File: src/rtl/seq_detect_pkg.sv
// ---------------------------------------------------------------------------
// seq_detect_pkg
//   Shared types for the shared serial pattern detector and its scheduler.
//   - det_state_t : states of the serial "101"/"110" Moore detector
//   - ctrl_state_t: states of the scheduler controller
//   - det_next    : detector next-state function
//   - is_match    : detector Moore output decode
// ---------------------------------------------------------------------------
package seq_detect_pkg;

    // Each state names the relevant suffix of the bits seen since the last clear.
    typedef enum logic [2:0] {
        ZERO         = 3'b000,
        ONE          = 3'b001,
        ONE_ZERO     = 3'b011,
        ONE_ONE      = 3'b010,
        ONE_ZERO_ONE = 3'b110,
        ONE_ONE_ZERO = 3'b111
    } det_state_t;

    typedef enum logic [1:0] {
        IDLE  = 2'd0,
        SHIFT = 2'd1,
        FLUSH = 2'd2,
        RESP  = 2'd3
    } ctrl_state_t;

    // Overlapping matches: after "101" a 1 leaves suffix "11", a 0 leaves "10";
    // after "110" a 1 completes "101" directly.
    function automatic det_state_t det_next(input det_state_t s, input logic b);
        det_state_t n;
        n = ZERO;
        case (s)
            ZERO:         n = b ? ONE          : ZERO;
            ONE:          n = b ? ONE_ONE      : ONE_ZERO;
            ONE_ZERO:     n = b ? ONE_ZERO_ONE : ZERO;
            ONE_ONE:      n = b ? ONE_ONE      : ONE_ONE_ZERO;
            ONE_ZERO_ONE: n = b ? ONE_ONE      : ONE_ZERO;
            ONE_ONE_ZERO: n = b ? ONE_ZERO_ONE : ZERO;
            default:      n = ZERO;
        endcase
        return n;
    endfunction

    function automatic logic is_match(input det_state_t s);
        return (s == ONE_ZERO_ONE) || (s == ONE_ONE_ZERO);
    endfunction

endpackage

File: src/rtl/serial_pattern_fsm.sv
// ---------------------------------------------------------------------------
// serial_pattern_fsm
//   Moore detector for the serial patterns "101" and "110" (overlapping).
//   Ports:
//     clock        : rising-edge clock
//     reset        : asynchronous active-low reset (state -> ZERO)
//     clear        : synchronous clear to ZERO, wins over the sample
//     sequence_in  : serial bit sampled on each rising edge
//     detector_out : 1 iff the last three sampled bits are 101 or 110
// ---------------------------------------------------------------------------
module serial_pattern_fsm
    import seq_detect_pkg::*;
(
    input  logic clock,
    input  logic reset,
    input  logic clear,
    input  logic sequence_in,
    output logic detector_out
);

    det_state_t state_reg;
    det_state_t state_next;

    always_comb begin
        state_next = det_next(state_reg, sequence_in);
    end

    always_ff @(posedge clock or negedge reset) begin
        if (!reset) begin
            state_reg <= ZERO;
        end else if (clear) begin
            state_reg <= ZERO;
        end else begin
            state_reg <= state_next;
        end
    end

    assign detector_out = is_match(state_reg);

endmodule

File: src/rtl/seq_detect_scheduler.sv
// ---------------------------------------------------------------------------
// seq_detect_scheduler
//   Round-robin shares one serial pattern detector among N requesters. A
//   granted W-bit word is shifted MSB first through the detector; the hit
//   count is returned with the requester index on a valid/ready port.
//   Ports:
//     clock, reset      : clock / asynchronous active-low reset
//     req_valid [N]     : per-requester word valid
//     req_data  [N*W]   : word of requester i in bits [i*W +: W]
//     req_ready [N]     : one-hot single-cycle grant pulse
//     rsp_valid         : result available (RESP state)
//     rsp_ready         : result consumer accepts
//     rsp_id    [ID_W]  : requester owning the result
//     rsp_count [CNT_W] : detector hits in the word
//     busy              : controller not in IDLE
// ---------------------------------------------------------------------------
module seq_detect_scheduler
    import seq_detect_pkg::*;
#(
    parameter int N     = 4,
    parameter int W     = 8,
    parameter int ID_W  = $clog2(N),
    parameter int CNT_W = $clog2(W)
) (
    input  logic             clock,
    input  logic             reset,
    input  logic [N-1:0]     req_valid,
    input  logic [N*W-1:0]   req_data,
    output logic [N-1:0]     req_ready,
    output logic             rsp_valid,
    input  logic             rsp_ready,
    output logic [ID_W-1:0]  rsp_id,
    output logic [CNT_W-1:0] rsp_count,
    output logic             busy
);

    localparam int IDX_W = $clog2(W);

    ctrl_state_t      state_reg;
    logic [ID_W-1:0]  ptr_reg;
    logic [W-1:0]     shift_reg;
    logic [IDX_W-1:0] bit_idx_reg;
    logic [CNT_W-1:0] count_reg;
    logic [ID_W-1:0]  rsp_id_reg;
    // Low during reset and for the first cycle after release; keeps the
    // combinational grant path quiet while reset is asserted.
    logic             armed_reg;

    logic [W-1:0]     word [N];
    logic             grant_found;
    logic [ID_W-1:0]  grant_idx;
    logic             grant_fire;
    logic             det_clear;
    logic             det_out;

    for (genvar gi = 0; gi < N; gi++) begin : g_word
        assign word[gi] = req_data[gi*W +: W];
    end

    // First valid requester at or after the pointer, wrapping past N-1.
    always_comb begin
        int idx;
        idx         = 0;
        grant_found = 1'b0;
        grant_idx   = '0;
        for (int i = 0; i < N; i++) begin
            idx = int'(ptr_reg) + i;
            if (idx >= N) begin
                idx = idx - N;
            end
            if (!grant_found && req_valid[idx]) begin
                grant_found = 1'b1;
                grant_idx   = ID_W'(idx);
            end
        end
    end

    // The grant is issued in the IDLE cycle itself so a word is accepted in
    // the same cycle the decision is made (grant-to-result latency W+2).
    assign grant_fire = (state_reg == IDLE) && armed_reg && grant_found;

    for (genvar gi = 0; gi < N; gi++) begin : g_ready
        assign req_ready[gi] = grant_fire && (grant_idx == ID_W'(gi));
    end

    // Holding the detector cleared throughout IDLE guarantees it starts from
    // ZERO at every grant, so no match can straddle two words.
    assign det_clear = (state_reg == IDLE);

    serial_pattern_fsm u_detector (
        .clock        (clock),
        .reset        (reset),
        .clear        (det_clear),
        .sequence_in  (shift_reg[W-1]),
        .detector_out (det_out)
    );

    always_ff @(posedge clock or negedge reset) begin
        if (!reset) begin
            state_reg   <= IDLE;
            ptr_reg     <= '0;
            shift_reg   <= '0;
            bit_idx_reg <= '0;
            count_reg   <= '0;
            rsp_id_reg  <= '0;
            armed_reg   <= 1'b0;
        end else begin
            armed_reg <= 1'b1;
            case (state_reg)
                IDLE: begin
                    if (grant_fire) begin
                        shift_reg   <= word[grant_idx];
                        rsp_id_reg  <= grant_idx;
                        count_reg   <= '0;
                        bit_idx_reg <= '0;
                        ptr_reg     <= (grant_idx == ID_W'(N-1)) ? '0 : grant_idx + ID_W'(1);
                        state_reg   <= SHIFT;
                    end
                end
                SHIFT: begin
                    // detector_out lags the shifted bit by one cycle; at k=0
                    // it still shows the cleared state.
                    if (det_out && (bit_idx_reg != '0)) begin
                        count_reg <= count_reg + CNT_W'(1);
                    end
                    shift_reg <= {shift_reg[W-2:0], 1'b0};
                    if (bit_idx_reg == IDX_W'(W-1)) begin
                        state_reg <= FLUSH;
                    end else begin
                        bit_idx_reg <= bit_idx_reg + IDX_W'(1);
                    end
                end
                FLUSH: begin
                    // Picks up a match ending on the last bit of the word.
                    if (det_out) begin
                        count_reg <= count_reg + CNT_W'(1);
                    end
                    state_reg <= RESP;
                end
                RESP: begin
                    if (rsp_ready) begin
                        state_reg <= IDLE;
                    end
                end
                default: state_reg <= IDLE;
            endcase
        end
    end

    assign rsp_valid = (state_reg == RESP);
    assign rsp_id    = rsp_id_reg;
    assign rsp_count = count_reg;
    assign busy      = (state_reg != IDLE);

endmodule

File: config.mk
export PLATFORM = sky130hd
export DESIGN_NAME = seq_detect_scheduler
export DESIGN_NICKNAME = d
export VERILOG_FILES = /design/src/rtl/seq_detect_pkg.sv /design/src/rtl/serial_pattern_fsm.sv /design/src/rtl/seq_detect_scheduler.sv
export SDC_FILE = /design/constraint.sdc
export NUM_CORES = 1
export LEC_CHECK = 0
export CORE_MARGIN = 3
export CORE_UTILIZATION = 42
export CTS_CLUSTER_SIZE = 30
export DETAILED_ROUTE_END_ITERATION = 10
export GPL_TIMING_DRIVEN = 0
export HOLD_SLACK_MARGIN = 0.1
export PLACE_DENSITY = 0.72
export SYNTH_ARGS = -nofsm -noshare
export SYNTH_HDL_FRONTEND = slang
export SYNTH_SLANG_ARGS = --single-unit
export TNS_END_PERCENT = 10
File: constraint.sdc
create_clock -name clock -period 1.89 [get_ports clock]
set_input_delay 0.378 -clock clock [delete_from_list [all_inputs] [get_ports clock]]
set_output_delay 0.378 -clock clock [all_outputs]
set_load 0.01 [all_outputs]
# Word level (Yosys, flattened, before mapping)
# Index checks and enable logic that the tools add are counted.
# word_totals
ff_bits	24
in_bits	39
output_inout_bits	11
wordCells	120
# classes
n_addsub	10
order_cmp	9
eq_ne	18
mux	46
bitwise	1
n_reduce_logical	28
# op_table
op	n
$lt 32x4->1 const B	4
$mux 32	4
$mux 8	3
$mux 3	7
$bmux 8 s2	1
$mux 2	8
$pmux 8 s2	1
$mux 1	14
$ge 3x3->1 const B	4
$pmux 3 s4	1
$sub 3x3->4 const B	3
$logic_and 1x1->1	10
$ne 2x2->1 const B	5
$eq 3x3->1 const B	3
$pmux 3 s3	1
$bmux 1 s2	4
$eq 2x2->1 const B	4
$pmux 2 s4	1
$add 2x2->3 const B	2
$add 3x1->3 const B	2
$eq 3x2->1 const B	2
$pmux 3 s2	1
$reduce_and 3->1	2
$reduce_bool 3->1	2
other kinds (16)	23

# Depth between registers and ports, before layout
# depth
depth_word	21
ltp_mapped	10
depth_no_buf	8

# By module
# Synthesis repeated with hierarchy kept, for this count alone.
# unflattened
hier_cells	173
hier_area_um2	1697.9
# modules_own_cells
mod	instances	cells_each	area_per_inst_um2	seq_area_each_um2
seq_detect_scheduler	1	157	1551.5	525.5
serial_pattern_fsm	1	16	146.4	75.1

# Worst setup path before layout
# Ideal clock, no wire load.
# synth_path
kind	reg2reg
start	register state_reg[0]
end	register bit_idx_reg[1]
setup_ns	0.122
arrival_time_ns	1.824
slack_ns	-0.056
path_stages_with_launch	10
n_path_buf	2
synth_period_minus_slack_ns	1.946
path_cell_list	dfrtp_1 -> inv_1 -> ha_1 -> clkbuf_2 -> nand2_1 -> or2_2 -> clkbuf_1 -> o21ai_1 -> nand2_1 -> a32o_1
# synth_between
elab_chain_len	5
elab_cells_between_ends	9
cone_classes	eq/ne: 3; mux: 1; reduce/logical: 5
# synth_rtl
item	line	source
from (decl)	seq_detect_scheduler.sv:39	ctrl_state_t state_reg;
from (signal assigned)	seq_detect_scheduler.sv:100	state_reg <= IDLE;
from (signal assigned)	seq_detect_scheduler.sv:117	state_reg <= SHIFT;
from (signal assigned)	seq_detect_scheduler.sv:128	state_reg <= FLUSH;
$logic_not 2->1	seq_detect_scheduler.sv:80, seq_detect_scheduler.sv:109	
$logic_and 1x1->1 (2 in a row)	seq_detect_scheduler.sv:80	assign grant_fire = (state_reg == IDLE) && armed_reg && grant_found;
$ne 2x2->1 (no line)	n/a	
$reduce_and 3->1 (no line)	n/a	
to (signal assigned)	seq_detect_scheduler.sv:130	bit_idx_reg <= bit_idx_reg + IDX_W'(1);
to (decl)	seq_detect_scheduler.sv:42	logic [IDX_W-1:0] bit_idx_reg;
# Several ways; a longest one is shown, not always the timed one.
# A chain may end at the register's enable or synchronous reset.

# Worst setup path in the final report
# layout_path
start	register ptr_reg[0]
end	output req_ready[1]
# layout_between
elab_chain_len	17
elab_cells_between_ends	44
cone_classes	add/sub: 7; order compare: 4; eq/ne: 1; mux: 24; reduce/logical: 8
# layout_rtl
item	line	source
from (decl)	seq_detect_scheduler.sv:40	logic [ID_W-1:0] ptr_reg;
from (signal assigned)	seq_detect_scheduler.sv:116	ptr_reg <= (grant_idx == ID_W'(N-1)) ? '0 : grant_idx + ID_W'(1);
parallel branches: the longest is 16 deep, another holds $sub 3x3->4	n/a	
$logic_and 1x1->1 (*)	seq_detect_scheduler.sv:83	assign req_ready[gi] = grant_fire && (grant_idx == ID_W'(gi));
to (decl)	seq_detect_scheduler.sv:29	output logic [N-1:0] req_ready,
# Every way passes the cells marked *. The select of a mux whose other input is x is not followed.

==> metrics.cfg <==
[worst_hold_path]
hp-start = rsp_id[0]
hold_class = reg2reg

[synthesis]
ys_seq_area_share_pct = 36.0
synthCells = 179
async_flop_share_pct = 100
ys_warn_count = 0
yosysTopAreaCellShare_pct = 36.0
synth_area_leader_cell = dfrtp_1
synthFlopType = dfrtp_1
syn_area_per_cell_um2 = 9.31
synth_cell_type_count = 41
syn-cell-area_um2 = 1670
synth_edf_count = 0
synth_seq_cells = 24
syn_nets = 231
synth_area_leaders = dfrtp_1, ha_1, nand2_1, mux2i_1, a21oi_2

[sta]
skew_ps = 1.61
timing.slew.headroom_pct = 28.2
period_share_pct = 114
finalWorstSetupSlack_ps = -273
hold_viol = 0
drv_slew = 0
period_minus_slack_ps = 2160
worst_slew_pin_slew_ps = 1070
finalSetupTns_ps = -1500
setup_viol = 10
rsz0062_at_grt = yes
fmax_mhz = 462

[clock_tree]
clk_pin_slew_ps = 80
clock_latency_ps = 260
cts_sinks = 24
clock_path_buffers = 2
cts_tree = built
h-tree-depth = 1
ctsHoldBuffers = 0
cts_buffers = 3
ctsRootBufferMaster = clkbuf_8

[routing]
via_per_inst = 5.36
drcViolationCount = 0
wire_per_inst_um = 14.4
dr_total_vias = 1545
ant_nets = 0
drt_iter0_drc = 43
first_pass_iters = 4
wl_um = 4150

[global_route]
grt_usage_pct = 18.7
overflow = 0
grt_max_degree = 25
antenna_found_initial = 0
grt_pass1_vias = 1577
grt_pass1_wl_um = 6720

[worst_setup_path]
critPathLaunchType = flop
cp_data_arrival_time_ps = 1790
setup.worst_path.start = ptr_reg[0]
path_class = reg2out
cp_max_fo = 4
cp_top_family = simple AND/OR/NAND/NOR gates
critPathSlowestCell = dfrtp_2
worst_ep_required_time_ps = 1510
critPathCaptureType = output pin
path_cells = and3b_1, a31oi_1, and2_4, buf_6, ha_4, and2_4, buf_6
worst_path_largest_cell_delay_ps = 440
rr_startpoint = ptr_reg[0]
cp_num_buf_inv = 2

[die]
coreArea_um2 = 3740
dieArea_um2 = 4760
die_y_um = 69.0
start_util_pct = 44.5
die_x_um = 69.0
io_pins = 50
rows = 22

[power_and_ir_drop]
leakage_nw = 1.08
vdd_drop_max_v = 0.000594
p_per_area_nw_per_um2 = 1420

[layout]
largest_reg_flops = 8
layout-drive-gt1-share_pct = 26.3
final_cells = 288
antenna_cells = 0
syn_to_final_growth_pct = 48.0
num-nets-final = 294

[place]
dpl.hpwl_um = 2840
portBuffers = 49
place_ws_ps = -1110
gp_congestion = 0.719
dp.cells = 276

[outcome]
violations = negative setup slack
outcome = complete, but fails checks

[run]
cap_violations = 0

==> cell usage after synthesis (all sizes together), types with 2 or more instances <==
| master | number |
|---|---|
| mux2 | 2 |
| a21oi | 19 |
| mux2i | 9 |
| and2 | 5 |
| o21ai | 13 |
| buf | 2 |
| inv | 12 |
| a21boi | 8 |
| nand2b | 3 |
| nor2 | 13 |
| nor3 | 2 |
| clkbuf | 4 |
| nand2 | 26 |
| dfrtp | 24 |
| ha | 13 |
| a221o | 7 |
==> layer usage <==
layer	up-vias	track usage [%]	wire length (um)
met4	0	7.54	84
met3	8	2.92	255
li1	753	-	-
met2	57	33.2	1970
met1	727	22.3	1840
met5	-	0	0
==> area by class of cell <==
class	count	area [um2]
inverter	12	62.6
clock buffer	3	41.3
buffer	4	27.5
tap	48	60.1
timing repair inverter	1	8.76
sequential	24	603
fill	339	1280
timing repair buffer	59	582
multi-input combinational	137	1080
==> cells in the final DEF (no fill, tap or decap), types with 5 or more instances in the layout <==
| cell | netlist | final |
|---|---|---|
| a21boi_0 | 7 | 7 |
| a21oi_1 | 11 | 11 |
| a21oi_2 | 8 | 8 |
| a221o_1 | 7 | 7 |
| and2_4 | 0 | 5 |
| buf_6 | 2 | 10 |
| clkdlybuf4s50_1 | 0 | 40 |
| dfrtp_1 | 24 | 22 |
| ha_1 | 13 | 9 |
| inv_1 | 10 | 7 |
| mux2i_1 | 9 | 9 |
| nand2_1 | 26 | 24 |
| nor2_1 | 12 | 10 |
| o21ai_0 | 12 | 12 |
==> where the power goes <==
part | leakage (nW) | switching [mW] | internal, mW
clock network | 0.0216 | 0.163 | 0.143
logic | 0.763 | 1.16 | 1.11
registers | 0.290 | 0.192 | 0.744
==> tightest hold or removal path, delay by kind of cell, from the launching register on <==
| kind | cells | cell delay [ps] |
|---|---|---|
| AOI/OAI and AO/OA | 1 | 60 |
| DFF | 1 | 360 |
| and+or+nand+nor | 1 | 50 |
==> per-stage QoR <==
stage	cell area, um2	power (mW)	util (%)	hold slack [ps]
2_1_floorplan	1670	2.29	-	82.4
3_3_place_gp	2220	2.82	59.3	468
3_5_place_dp	2220	2.85	59.3	478
4_1_cts	2410	3.44	64.5	501
5_1_grt	2470	3.80	65.9	546
6_report	2470	3.51	65.9	495
==> cell families (layout without fill, tap and decap cells) <==
logic type / count (synthesis) / after routing / synth area share (%)
adders and majority gates: 13 / 13 / 9.76
AOI/OAI and AO/OA: 58 / 58 / 26.6
DFF: 24 / 24 / 36.0
and+or+nand+nor: 54 / 54 / 14.6
muxes: 11 / 11 / 6.98
buffers and inverters: 18 / 79 / 5.78
other: 1 / 1 / 0.225
==> path summary, 6_finish.rpt <==
check | endpoint | slack (ps) | depth (start not counted)
worst max register to register | shift_reg[2] | -110 | 9
worst min-delay path | rsp_id[0] | 490 | 2
min in group asynchronous | u_detector.state_reg[2] | 690 | 1
worst min register to register | rsp_id[0] | 490 | 2
worst max-delay path | req_ready[1] | -270 | 7
max in group asynchronous | ptr_reg[0] | 490 | 1
==> repair_timing <==
action | in CTS | in global routing
resized for setup | 51 | 19
buffers inserted | 9 | 1
setup endpoints to repair | 18 | 17
cloned | 1 | 0
pin swaps | 10 | 4
(Power assumes the default switching activity.)
